<file path="config.mk">
export PLATFORM = sky130hd
export DESIGN_NAME = instr_aligner
export DESIGN_NICKNAME = d
export VERILOG_FILES = /design/src/rtl/instr_aligner.sv
export SDC_FILE = /design/constraint.sdc
export NUM_CORES = 1
export LEC_CHECK = 0
export CAP_MARGIN = 25
export CELL_PAD_IN_SITES_DETAIL_PLACEMENT = 1
export CELL_PAD_IN_SITES_GLOBAL_PLACEMENT = 1
export CORE_MARGIN = 1
export CORE_UTILIZATION = 36
export DETAILED_ROUTE_END_ITERATION = 10
export GPL_TIMING_DRIVEN = 1
export PLACE_DENSITY = 0.76
export SLEW_MARGIN = 40
export SYNTH_ARGS = -nofsm -noshare
export SYNTH_HDL_FRONTEND = slang
export SYNTH_SLANG_ARGS = --single-unit
</file>
<file path="constraint.sdc">
create_clock -name clk -period 4.35 [get_ports clk]
set_clock_uncertainty 0.05 [all_clocks]
set_input_delay 0.6525 -clock clk [delete_from_list [all_inputs] [get_ports clk]]
set_output_delay 0.6525 -clock clk [all_outputs]
set_load 0.02 [all_outputs]
</file>
<file path="src/rtl/instr_aligner.sv">
// instr_aligner: turns word-aligned imem reads into a stream of whole RV32C/RV32I instructions
module instr_aligner #(
  parameter logic [31:0] RESET_PC = 32'h0000_0000,
  parameter int BUF_HW = 4
) (
  input  logic        clk,
  input  logic        reset_n,
  output logic [31:0] fetch_addr,
  input  logic        fetch_valid,
  input  logic [31:0] fetch_data,
  output logic        fetch_ready,
  input  logic        flush,
  input  logic [31:0] flush_pc,
  output logic        instr_valid,
  input  logic        instr_ready,
  output logic [31:0] instr_data,
  output logic [31:0] instr_pc,
  output logic        instr_is_c
);
  localparam int CW = $clog2(BUF_HW + 1);
  typedef enum logic {RUN, DROP} state_t;
  state_t state;
  logic [16*BUF_HW-1:0] mem, mem_d;
  logic [CW-1:0] count, count_d, base;
  logic [31:0] head_pc;
  logic [15:0] hw0, hw1, first_hw;
  logic [1:0] n_push, n_pop;
  logic fetch_fire, instr_fire;
  // mem is a shift FIFO: halfword 0 is always the oldest one
  always_comb begin
    hw0 = count != '0 ? mem[15:0] : 16'h0;
    hw1 = count >= CW'(2) ? mem[31:16] : 16'h0;
    instr_is_c = count != '0 && hw0[1:0] != 2'b11;
    instr_valid = instr_is_c || count >= CW'(2);
    instr_data = instr_is_c ? {16'h0, hw0} : {hw1, hw0};
    instr_pc = head_pc;
    fetch_ready = count <= CW'(BUF_HW - 2);
    fetch_fire = fetch_valid && fetch_ready;
    instr_fire = instr_valid && instr_ready;
    n_push = fetch_fire ? (state == DROP ? 2'd1 : 2'd2) : 2'd0;
    n_pop = instr_fire ? (instr_is_c ? 2'd1 : 2'd2) : 2'd0;
    first_hw = state == DROP ? fetch_data[31:16] : fetch_data[15:0];
    base = count - CW'(n_pop);
    count_d = base + CW'(n_push);
    mem_d = mem >> (16 * n_pop);
    for (int i = 0; i < BUF_HW; i++) begin
      if (n_push != 2'd0 && CW'(i) == base) mem_d[16*i +: 16] = first_hw;
      if (n_push == 2'd2 && CW'(i) == base + CW'(1)) mem_d[16*i +: 16] = fetch_data[31:16];
    end
  end
  always_ff @(posedge clk or negedge reset_n) begin
    if (!reset_n) begin
      mem <= '0;
      count <= '0;
      fetch_addr <= RESET_PC & ~32'h3;
      head_pc <= RESET_PC;
      state <= RESET_PC[1] ? DROP : RUN;
    end else if (flush) begin
      count <= '0;
      head_pc <= flush_pc & ~32'h1;
      fetch_addr <= flush_pc & ~32'h3;
      state <= flush_pc[1] ? DROP : RUN;
    end else begin
      mem <= mem_d;
      count <= count_d;
      head_pc <= head_pc + {29'b0, n_pop, 1'b0};
      if (fetch_fire) begin
        fetch_addr <= fetch_addr + 32'd4;
        state <= RUN;
      end
    end
  end
endmodule

</file>
==> run metrics <==
area grow syn2layout=27.25%; TritonCTS clock tree=yes; Final WS setup=between 0.5 and 0.6 ns; Detailed Route Iter0 Violations=roughly 700; Synth async-reset ratio=1.000; Initial Util=0.3711; Clock Root Buffer=clkbuf_16; Final Setup Violations=0; Worst setup EP type=flip-flop; Max VDD drop=0.3575 mV; Util after Layout=0.4723; CTS Hold Bufs=0; CP max stage delay=0.55 ns; nets@finish=1,271; CP Class=in2reg; crit path launch type=input pin; delay-heaviest family, CP=adder cells; layout cells sized above 1=0.1078; dpl ws=~0.17 ns; Slew Limit Fails=0; setup bufs post-CTS=0; ant diodes=0; PD cells=around 600 mW/mm2; Top FF cell, synth=dfrtp_1; crit path launch=instr_ready; max_cap viols=0; register area=0.003228 mm2; sequential area share after synthesis=0.3535; Leak Pwr=0.004412 uW; critical register-to-register path startpoint=count[1]; status=complete, no violations; relative slew slack=0.4295; # fillers=approximately 2,900; Setup TNS=0 ns; commonest cells after routing, fill and taps aside=clkdlybuf4s50_1 (161), dfrtp_1 (129), nand2_1 (77), nand3_1 (59), a31oi_1 (57); chip width=161.3 um; slowest CP cell=clkdlybuf4s50_1; Resized Gates After CTS=0; WP data arrival=about 4 ns; mapped cell area=a little over 0.009 mm2; vias in the first global route=9,680; yosys warns=0; EDFF count, synth=0; RSZ-0062 raised after global routing=false; Rows=57; min cycle time layout=3.789 ns; PortBufs=163; Clock transition at path regs=roughly 0.060 ns; die area=around 0.026 mm2; WP data required=~4.6 ns; GP Congestion=0.8524; Clock H-tree levels=4; global route overflow=0; IO Pins=around 170; largest net degree at the start of global routing=93; Unique masters post-synth=67; Via Count=around 9,600; CTS Buffer Depth=2; Worst-Skew Late Latency=~0.43 ns; synthesis-stage register bit count=129; first-pass GRT wire length=55,540 um; clock sink total=129; CTS Buf Count=17; Post-Syn Area per Cell=8.478 um2; slew of the pin with the lowest slew margin=between 0.8 and 0.9 ns; Crit Path Max Fanout=16; Post-Route WL=34,380 um; final hold violations=0; Overall Power=7030 uW; HPWL after DPL=around 24,000 um; Max Clk Rate=approximately 260 MHz; Final ANT Viol Nets=0; final period utilization=0.8710; worst hold path type=in2async; Buf/Inv on CP=4; First-pass DRT Iterations=5; vias per inst=6.245; area of the core=between 0.02 and 0.025 mm2; DR DRC count=0; Gate Count Post-Synth=1,077; Multi-input gate area=approximately 0.0054 mm2; Die Y=between 150 and 200 um; r2r setup slk=about 0.70 ns; All-Layer GR Usage=0.2700; initial antenna violation count=1; commonest non-fill, non-tap cell in the layout=clkdlybuf4s50_1; WHS=0.1784 ns; critical-path cell list=clkdlybuf4s50_1 -> a21bo_2 -> nor2_1 -> ha_1 -> inv_1 -> fa_1 -> inv_1 -> nor2_1 -> ha_1 -> nand3b_1 -> buf_4 -> a2111oi_4 -> or2_2 -> a31oi_1; routed len/inst=roughly 22 um
## cells in the mapped netlist, types with 35 or more instances
cell type	n	area [um2]
dfrtp_1	129	3228
clkbuf_1	82	307.8
nand2_1	78	292.8
nand3_1	59	295.3
a31oi_1	57	356.6
nor2_1	55	206.5
and3_1	45	281.5
nor3_1	42	210.2
o21ai_0	35	175.2
## registers in the layout (all words and copies together) (netlist names)
name,flops
count,3
fetch_addr,30
instr_pc,31
mem,64
state,1
## metrics by stage
step / instance area [um2] / std cells
after CTS: 11610 / 1529
after global placement: 11030 / 1497
after global routing: 11620 / 1530
after floorplan: 9139 / 1079
final: 11620 / 1530
after detailed placement: 11040 / 1497
## layout make-up
cell class | instances | area share
clock buffers | 18 | 0.03779
well taps | 324 | 0.03489
flip-flops and latches | 129 | 0.2778
inverters | 20 | 0.006461
multi-input cells | 821 | 0.4645
clock inverters | 14 | 0.01131
repair buffers | 204 | 0.1672
## power by group
part	switching (uW)	total, uW	internal (uW)
combinational	2080	3660	1570
sequential	375	1950	1570
clock	618	1430	809
total	3070	7030	3950
## path summary, 6_finish.rpt
check                                end  cells past startpoint
worst max register to register   mem[30]                     11
worst max-delay path             mem[30]                     14
worst min register to register   mem[55]                      1
worst min-delay path              mem[1]                      1
max in group asynchronous       count[1]                      2
min in group clk                 mem[55]                      1
## metal layers
layer,vias to the layer above,part of all wire,track usage
li1,4341,-,-
met1,4798,0.45,0.3681
met2,367,0.46,0.4175
met3,47,0.074,0.06600
met4,2,0.020,0.08962
met5,-,0.00038,0
## kinds of logic after synthesis
family | Yosys count | share of synthesized area
xor gates and xnor gates | 17 | 0.01631
muxes | 40 | 0.04494
DFF | 129 | 0.3535
buffers and inverters | 129 | 0.05824
and+or+nand+nor | 469 | 0.2810
adders and majority gates | 9 | 0.01480
AOI/OAI and AO/OA | 283 | 0.2307
other | 1 | 0.0004107
Power figures use the tool's default switching activity.
